File: src/rtl/bridge_pkg.sv
// Shared definitions for the AHB-to-APB bridge: AHB encodings, default
// peripheral windows and the AHB error-response state type.
package bridge_pkg;

  localparam logic [1:0] HTRANS_IDLE   = 2'b00;
  localparam logic [1:0] HTRANS_BUSY   = 2'b01;
  localparam logic [1:0] HTRANS_NONSEQ = 2'b10;
  localparam logic [1:0] HTRANS_SEQ    = 2'b11;

  localparam logic [1:0] HRESP_OKAY  = 2'b00;
  localparam logic [1:0] HRESP_ERROR = 2'b01;

  localparam logic [31:0] BASE0_DEF    = 32'h8000_0000;
  localparam logic [31:0] BASE1_DEF    = 32'h8400_0000;
  localparam logic [31:0] BASE2_DEF    = 32'h8800_0000;
  localparam int          WIN_BITS_DEF = 26;

  typedef enum logic [1:0] {
    ERR_OKAY = 2'b00,
    ERR_1    = 2'b01,
    ERR_2    = 2'b10
  } err_state_e;

  // An AHB transfer is real only when the bus is ready and it is NONSEQ or SEQ.
  function automatic logic is_active(input logic [1:0] htrans, input logic hreadyin);
    return hreadyin && ((htrans == HTRANS_NONSEQ) || (htrans == HTRANS_SEQ));
  endfunction

endpackage

File: src/rtl/ahb_slave_if_if.sv
// AHB bus bundle between the AHB master and the bridge front end.
interface ahb_slave_if_if;

  logic [31:0] Haddr;
  logic [31:0] Hwdata;
  logic        Hwrite;
  logic [1:0]  Htrans;
  logic        Hreadyin;
  logic [31:0] Hrdata;
  logic [1:0]  Hresp;
  logic        Hreadyout;

  modport master (
    output Haddr, Hwdata, Hwrite, Htrans, Hreadyin,
    input  Hrdata, Hresp, Hreadyout
  );

  modport slave (
    input  Haddr, Hwdata, Hwrite, Htrans, Hreadyin,
    output Hrdata, Hresp, Hreadyout
  );

endinterface

File: src/rtl/ahb_slave_if_decode.sv
// Combinational address decoder: Haddr to one-hot APB peripheral select.
module ahb_addr_decode
  import bridge_pkg::*;
#(
  parameter logic [31:0] BASE0    = BASE0_DEF,
  parameter logic [31:0] BASE1    = BASE1_DEF,
  parameter logic [31:0] BASE2    = BASE2_DEF,
  parameter int          WIN_BITS = WIN_BITS_DEF
) (
  input  logic [31:0] haddr,
  output logic [2:0]  tempselx
);

  // Only the bits above the window size identify a peripheral.
  always_comb begin
    tempselx    = 3'b000;
    tempselx[0] = (haddr[31:WIN_BITS] == BASE0[31:WIN_BITS]);
    tempselx[1] = (haddr[31:WIN_BITS] == BASE1[31:WIN_BITS]);
    tempselx[2] = (haddr[31:WIN_BITS] == BASE2[31:WIN_BITS]);
  end

endmodule

File: src/rtl/ahb_slave_if.sv
// AHB-side front end of the AHB-to-APB bridge: transfer qualification,
// address decode, address/data/direction pipeline and the ERROR response.
module ahb_slave_if
  import bridge_pkg::*;
#(
  parameter logic [31:0] BASE0    = BASE0_DEF,
  parameter logic [31:0] BASE1    = BASE1_DEF,
  parameter logic [31:0] BASE2    = BASE2_DEF,
  parameter int          WIN_BITS = WIN_BITS_DEF
) (
  input  logic            Hclk,
  input  logic            Hresetn,
  ahb_slave_if_if.slave   ahb,
  input  logic [31:0]     Prdata,
  input  logic            apb_ready,
  output logic            valid,
  output logic [31:0]     Haddr1,
  output logic [31:0]     Haddr2,
  output logic [31:0]     Hwdata1,
  output logic [31:0]     Hwdata2,
  output logic            Hwritereg,
  output logic            Hwritereg1,
  output logic [2:0]      tempselx
);

  logic [31:0] haddr1_q, haddr1_d, haddr2_q, haddr2_d;
  logic [31:0] hwdata1_q, hwdata1_d, hwdata2_q, hwdata2_d;
  logic        hwritereg_q, hwritereg_d, hwritereg1_q, hwritereg1_d;
  err_state_e  err_q, err_d;
  logic        active_s;
  logic [1:0]  hresp_s;
  logic        hreadyout_s;

  ahb_addr_decode #(
    .BASE0    (BASE0),
    .BASE1    (BASE1),
    .BASE2    (BASE2),
    .WIN_BITS (WIN_BITS)
  ) u_decode (
    .haddr    (ahb.Haddr),
    .tempselx (tempselx)
  );

  // Transfers arriving during the ERROR response are ignored entirely.
  always_comb begin
    active_s = is_active(ahb.Htrans, ahb.Hreadyin);
    valid    = active_s && (tempselx != 3'b000) && (err_q == ERR_OKAY);
  end

  // Pipeline next state: advance on ready, otherwise hold.
  always_comb begin
    haddr1_d     = haddr1_q;
    haddr2_d     = haddr2_q;
    hwdata1_d    = hwdata1_q;
    hwdata2_d    = hwdata2_q;
    hwritereg_d  = hwritereg_q;
    hwritereg1_d = hwritereg1_q;
    if (ahb.Hreadyin) begin
      haddr1_d     = ahb.Haddr;
      haddr2_d     = haddr1_q;
      hwdata1_d    = ahb.Hwdata;
      hwdata2_d    = hwdata1_q;
      hwritereg_d  = ahb.Hwrite;
      hwritereg1_d = hwritereg_q;
    end else begin
      haddr1_d = haddr1_q;
    end
  end

  // Error FSM next state and AHB response; apb_ready only matters in OKAY.
  always_comb begin
    err_d       = err_q;
    hresp_s     = HRESP_OKAY;
    hreadyout_s = apb_ready;
    case (err_q)
      ERR_OKAY: begin
        if (active_s && (tempselx == 3'b000)) begin
          err_d = ERR_1;
        end else begin
          err_d = ERR_OKAY;
        end
      end
      ERR_1: begin
        err_d       = ERR_2;
        hresp_s     = HRESP_ERROR;
        hreadyout_s = 1'b0;
      end
      ERR_2: begin
        err_d       = ERR_OKAY;
        hresp_s     = HRESP_ERROR;
        hreadyout_s = 1'b1;
      end
      default: begin
        err_d = ERR_OKAY;
      end
    endcase
  end

  // State registers.
  always_ff @(posedge Hclk or negedge Hresetn) begin
    if (!Hresetn) begin
      haddr1_q     <= 32'h0000_0000;
      haddr2_q     <= 32'h0000_0000;
      hwdata1_q    <= 32'h0000_0000;
      hwdata2_q    <= 32'h0000_0000;
      hwritereg_q  <= 1'b0;
      hwritereg1_q <= 1'b0;
      err_q        <= ERR_OKAY;
    end else begin
      haddr1_q     <= haddr1_d;
      haddr2_q     <= haddr2_d;
      hwdata1_q    <= hwdata1_d;
      hwdata2_q    <= hwdata2_d;
      hwritereg_q  <= hwritereg_d;
      hwritereg1_q <= hwritereg1_d;
      err_q        <= err_d;
    end
  end

  assign Haddr1        = haddr1_q;
  assign Haddr2        = haddr2_q;
  assign Hwdata1       = hwdata1_q;
  assign Hwdata2       = hwdata2_q;
  assign Hwritereg     = hwritereg_q;
  assign Hwritereg1    = hwritereg1_q;
  assign ahb.Hrdata    = Prdata;
  assign ahb.Hresp     = hresp_s;
  assign ahb.Hreadyout = hreadyout_s;

endmodule

File: src/flat_wrapper.sv
// flat-port wrapper written by rule: the top's interface ports become plain ports
module ahb_slave_if_flat import bridge_pkg::*;
#(
  parameter logic [31:0] BASE0    = BASE0_DEF,
  parameter logic [31:0] BASE1    = BASE1_DEF,
  parameter logic [31:0] BASE2    = BASE2_DEF,
  parameter int          WIN_BITS = WIN_BITS_DEF
)
  (Hclk, Hresetn, Prdata, apb_ready, valid, Haddr1, Haddr2, Hwdata1, Hwdata2, Hwritereg, Hwritereg1, tempselx, ahb_Haddr, ahb_Hwdata, ahb_Hwrite, ahb_Htrans, ahb_Hreadyin, ahb_Hrdata, ahb_Hresp, ahb_Hreadyout);
  ahb_slave_if_if ahb_i ();
  input  logic Hclk;
  input  logic Hresetn;
  input  logic [31:0] Prdata;
  input  logic apb_ready;
  output logic valid;
  output logic [31:0] Haddr1;
  output logic [31:0] Haddr2;
  output logic [31:0] Hwdata1;
  output logic [31:0] Hwdata2;
  output logic Hwritereg;
  output logic Hwritereg1;
  output logic [2:0] tempselx;
  input wire logic [$bits(ahb_i.Haddr)-1:0] ahb_Haddr;
  input wire logic [$bits(ahb_i.Hwdata)-1:0] ahb_Hwdata;
  input wire logic [$bits(ahb_i.Hwrite)-1:0] ahb_Hwrite;
  input wire logic [$bits(ahb_i.Htrans)-1:0] ahb_Htrans;
  input wire logic [$bits(ahb_i.Hreadyin)-1:0] ahb_Hreadyin;
  output wire logic [$bits(ahb_i.Hrdata)-1:0] ahb_Hrdata;
  output wire logic [$bits(ahb_i.Hresp)-1:0] ahb_Hresp;
  output wire logic [$bits(ahb_i.Hreadyout)-1:0] ahb_Hreadyout;
  assign ahb_i.Haddr = ahb_Haddr;
  assign ahb_i.Hwdata = ahb_Hwdata;
  assign ahb_i.Hwrite = ahb_Hwrite;
  assign ahb_i.Htrans = ahb_Htrans;
  assign ahb_i.Hreadyin = ahb_Hreadyin;
  assign ahb_Hrdata = ahb_i.Hrdata;
  assign ahb_Hresp = ahb_i.Hresp;
  assign ahb_Hreadyout = ahb_i.Hreadyout;
  ahb_slave_if #(.BASE0(BASE0), .BASE1(BASE1), .BASE2(BASE2), .WIN_BITS(WIN_BITS)) u_core (.Hclk(Hclk), .Hresetn(Hresetn), .ahb(ahb_i), .Prdata(Prdata), .apb_ready(apb_ready), .valid(valid), .Haddr1(Haddr1), .Haddr2(Haddr2), .Hwdata1(Hwdata1), .Hwdata2(Hwdata2), .Hwritereg(Hwritereg), .Hwritereg1(Hwritereg1), .tempselx(tempselx));
endmodule
File: config.mk
export PLATFORM = sky130hd
export DESIGN_NAME = ahb_slave_if_flat
export DESIGN_NICKNAME = d
export VERILOG_FILES = /design/src/rtl/bridge_pkg.sv /design/src/rtl/ahb_slave_if_if.sv /design/src/rtl/ahb_slave_if_decode.sv /design/src/rtl/ahb_slave_if.sv /design/src/flat_wrapper.sv
export SDC_FILE = /design/constraint.sdc
export NUM_CORES = 1
export LEC_CHECK = 0
export BUFFER_PORTS_ARGS = -buffer_cell sky130_fd_sc_hd__buf_2
export CELL_PAD_IN_SITES_DETAIL_PLACEMENT = 0
export CELL_PAD_IN_SITES_GLOBAL_PLACEMENT = 1
export CORE_ASPECT_RATIO = 1.1
export CORE_UTILIZATION = 36
export CTS_BUF_LIST = sky130_fd_sc_hd__clkbuf_2 sky130_fd_sc_hd__clkbuf_4 sky130_fd_sc_hd__clkbuf_8
export DETAILED_ROUTE_END_ITERATION = 16
export PLACE_DENSITY = 0.87
export SETUP_SLACK_MARGIN = 0.02
export SLEW_MARGIN = 20
export SYNTH_ARGS = -nofsm -noshare
export SYNTH_HDL_FRONTEND = slang
export SYNTH_SLANG_ARGS = --single-unit
File: constraint.sdc
create_clock -name Hclk -period 1.6 [get_ports Hclk]
set_clock_uncertainty 0.15 [all_clocks]
set_input_delay 0.32 -clock Hclk [delete_from_list [all_inputs] [get_ports Hclk]]
set_output_delay 0.32 -clock Hclk [all_outputs]
set_load 0.02 [all_outputs]
==> results.txt <==
- Port buffering added 205 buffers.
- For the finished layout, the period the worst path requires is 2010 ps.
- Compared with the post-synthesis result, the final layout area differs by 40.6%.
- Floorplan die area: ~15000 um2
- Summing all multi-input logic gate instances after layout gives ~1600 um2.
- Placement row count: 46
- Delay contributed by the slowest stage of the critical path: 370 ps
- The clock passes through at most 2 buffers.
* Unrepaired setup endpoints after global routing: true
* HPWL reported at the end of detailed placement: 7850 um
* Hold Worst Slack: ~78 ps
- Of the synthesized area, sequential elements account for 0.624.
- Final hold violation count: 0
* Final-layout setup total negative slack: -1710 ps
* Final clock period utilization by the worst path: 1.26
- Worst Path Max Fanout: 2
* Path category of the worst min-delay check: input port to register
- Switching share of power: 0.296
* Launch point of the worst reg-to-reg path: u_core.err_q[1]
* Register bit count reported by yosys: about 130
- Register cell area after layout: around 3300 um2
* Type of destination of the critical path: primary output
* Insertion delay to the later sink of the worst-skew pair: between 400 and 500 ps
- Dominant cell type by area after synthesis: sky130_fd_sc_hd__dfrtp_1
* Number of nets in the layout: between 600 and 700
- Prior to clock tree synthesis, the placed netlist has a worst setup slack of -281 ps.
* Global router's overall resource usage: 0.162
* Effective utilization at floorplan: 0.368
- At the worst endpoint, the arrival time is about 1500 ps.
- H-tree depth: 4
- Pin placement for this block handled around 270 I/O pins.
- Counting both buffers and inverters, the worst setup path holds a total of 2.
- Synthesis produced a netlist with a net count of between 400 and 500.
- Diode count: 0
- Number of buffers added by the clock tree synthesis step: 17
- Maximum number of pins on one net before global-route repair: 60
- Cell with the biggest individual delay on the critical path: sky130_fd_sc_hd__dfrtp_1
- Summed over all cells, the static leakage comes to around 3.5 nW.
- Outcome: finished with violations
- After synthesis the cells add up to 5290 um2.
- RR Endpoint: u_core.err_q[0]
- Yosys printed 0 warnings.
- Antenna Violating Nets Remaining: 0
* DRC violation count after routing: 0
* Chain of cells forming the critical path: inv_2, ha_4, mux2_4, buf_6
- Path type of the worst setup path: register to primary output
- Fill cells in the final layout number between 1000 and 1500.
- CTS tree: yes
- The number of global-route vias before repair is approximately 3700.
- Synthesis produced approximately 330 cells.
- The internal portion of the total power is 0.00598 W.
- For this run, the share of the core covered by cells in the final layout is 0.517.
- Leading post-synthesis cells by cell area: sky130_fd_sc_hd__dfrtp_1 62%, sky130_fd_sc_hd__mux2_2 28%, sky130_fd_sc_hd__buf_4 4.7%
* Area of the core region: 14400 um2
* Final setup violation count: 6
- At the worst endpoint, the required time is between 1000 and 1500 ps.
- The analysis attributes to net switching a power of around 0.0025 W.
- The initial antenna violation count is 0.
- Wire length per cell after detailed routing: between 15 and 20 um
- For this design the ratio of total power to cell area is 1140 nW/um2.
- The startpoint identified for the worst hold timing path is ahb_Haddr[28].
* Nature of the critical path startpoint: register
* Flop pwr share: 0.470
- Layout cell share with drive strength beyond 1: 0.666
- The tree is rooted in a sky130_fd_sc_hd__clkbuf_8.
- For this block, the routed nets add up to 11900 um of wire.
- First-pass GRT wire length: around 19000 um
* CTS clock-pin slew for the worst setup and hold paths: around 70 ps
- Of the post-synthesis cell area, the dominant cell type holds 0.624.
- For this design, the sink count on the clock tree is roughly 130.
* Via density: 4.52
* Netlist cell types: 15
- For flop-to-flop paths, the worst setup slack is roughly 420 ps.
* Cells on Worst Hold Path: 3
* Total placed cells including tap cells: slightly below 700
- The tool flagged a number of max-cap violations equal to 0.
- Final non-filler cell total: just under 800
- From bottom edge to top edge, the die measures 129 um.
- Hold worst-path end: u_core.Haddr1[28]
- Crit path setup slack, layout: -414 ps
- The congestion estimate from routability-driven global placement came to about 0.79.
* Clk pwr share: 0.306
* Fin. max-slew vios: 0
* Violations in the final reports: setup timing
- After global routing the overflow that remains totals 0.
* Die X-Extent: 118 um
- Static timing analysis puts the maximum clock frequency at roughly 0.50 GHz.
- The worst-case IR drop observed on VDD is approximately 0.0006 V.
- Grouping stages by cell kind, the critical path spends the most delay in flip-flops.
- The final route contains approximately 3600 vias.
* Reg2reg path depth: 5
- First drt pass iteration count: 4
- Mean instance size in the synthesized netlist: 16.2 um2
- Share of power burned in combinational logic: 0.224
- After the first detailed-routing iteration, the DRC count stood at between 70 and 80.
==> power by group through the flow <==
stage | combinational, W | clock [W] | sequential (W)
2_1_floorplan | 0.000646 | 0 | 0.00455
3_3_place_gp | 0.00172 | 0 | 0.00402
3_5_place_dp | 0.00176 | 0 | 0.00405
4_1_cts | 0.00191 | 0.00271 | 0.00399
5_1_grt | 0.00202 | 0.00285 | 0.00405
6_report | 0.00190 | 0.00260 | 0.00399
==> how the worst max path moves through the flow <==
stage,startpoint,to,slack [ps],cells past startpoint
after floorplan,ahb_Haddr[30],tempselx[0],-80,2
after global placement,ahb_Haddr[30],valid,-240,4
after detailed placement,ahb_Haddr[30],tempselx[2],-280,4
after CTS,u_core.err_q[0],ahb_Hreadyout,-450,4
after global routing,u_core.err_q[0],ahb_Hreadyout,-500,4
final,u_core.err_q[0],ahb_Hreadyout,-410,4
==> per-stage QoR <==
step	power (W)	instance area (um2)
floorplan	0.00520	5330
global placement	0.00574	6360
detailed placement	0.00581	6360
CTS	0.00861	7420
global route	0.00893	7440
finish	0.00849	7440
==> cell usage after synthesis <==
cell                        n
sky130_fd_sc_hd__dfrtp_1  132
sky130_fd_sc_hd__mux2_2   131
sky130_fd_sc_hd__buf_4     33
sky130_fd_sc_hd__buf_6     10
sky130_fd_sc_hd__buf_2      5
sky130_fd_sc_hd__ha_1       3
sky130_fd_sc_hd__nor3b_2    3
sky130_fd_sc_hd__inv_1      2
sky130_fd_sc_hd__a21oi_1    1
sky130_fd_sc_hd__conb_1     1
sky130_fd_sc_hd__nand2_1    1
sky130_fd_sc_hd__nand3_1    1
sky130_fd_sc_hd__nor3_1     1
sky130_fd_sc_hd__nor4b_1    1
sky130_fd_sc_hd__or4b_4     1
==> per-layer routing <==
metal  GRT usage  wire length [um]
met2       0.276              6180
met3      0.0722               899
met1       0.176              4560
met4      0.0716               268
met5           0                 0
==> state kept, by name, summed over array words and instances, names as in the netlist <==
signal and flops:
u_core.Hwritereg 1, u_core.Haddr2 32, u_core.Haddr1 32, u_core.Hwdata1 32, u_core.Hwritereg1 1, u_core.Hwdata2 32
u_core.err_q 2
==> placed cells by master (no fill, tap or decap), drive strengths merged <==
| master | instances |
|---|---|
| nor4b | 1 |
| inv | 2 |
| bufinv | 1 |
| ha | 3 |
| buf | 224 |
| clkinv | 4 |
| nand3 | 1 |
| or4b | 1 |
| nand2 | 1 |
| mux2 | 131 |
| dlygate4sd3 | 60 |
| dfrtp | 132 |
| clkbuf | 22 |
| clkinvlp | 4 |
| nor3 | 1 |
| conb | 1 |
| nor3b | 3 |
| a21oi | 1 |
==> final cells by class <==
type                       instances  share of cell area
inverter                           2             0.00101
sequential                       132               0.444
clock inverter                     9              0.0108
tap                              192              0.0323
clock buffer                      22              0.0390
multi-input combinational        144               0.221
timing repair buffer             284               0.251
==> timing repair <==
action / in CTS / in global routing
pin swaps: 3 / 1
hold buffers: 60 / 0
endpoints found under the hold margin: 89 / 0
buffers inserted: 4 / 3
endpoints found under the setup margin: 6 / 6
gates cloned: 0 / 0
resized for setup: 17 / 0
==> cell families after synthesis <==
| family | after synthesis | share of synthesized area |
|---|---|---|
| simple gates | 8 | 0.0139 |
| mux | 131 | 0.279 |
| other cells | 1 | 0.000709 |
| buf+inv | 50 | 0.0742 |
| flops | 132 | 0.624 |
| compound gates | 1 | 0.000945 |
| fa+ha+maj | 3 | 0.00709 |
==> worst reg2reg max path, delay by kind of cell, from the launching register on <==
family	cells	cell delay, ps
compound gates	1	130
flops	1	390
fa+ha+maj	1	140
buf+inv	2	230
simple gates	1	70
Power figures use the tool's default switching activity.
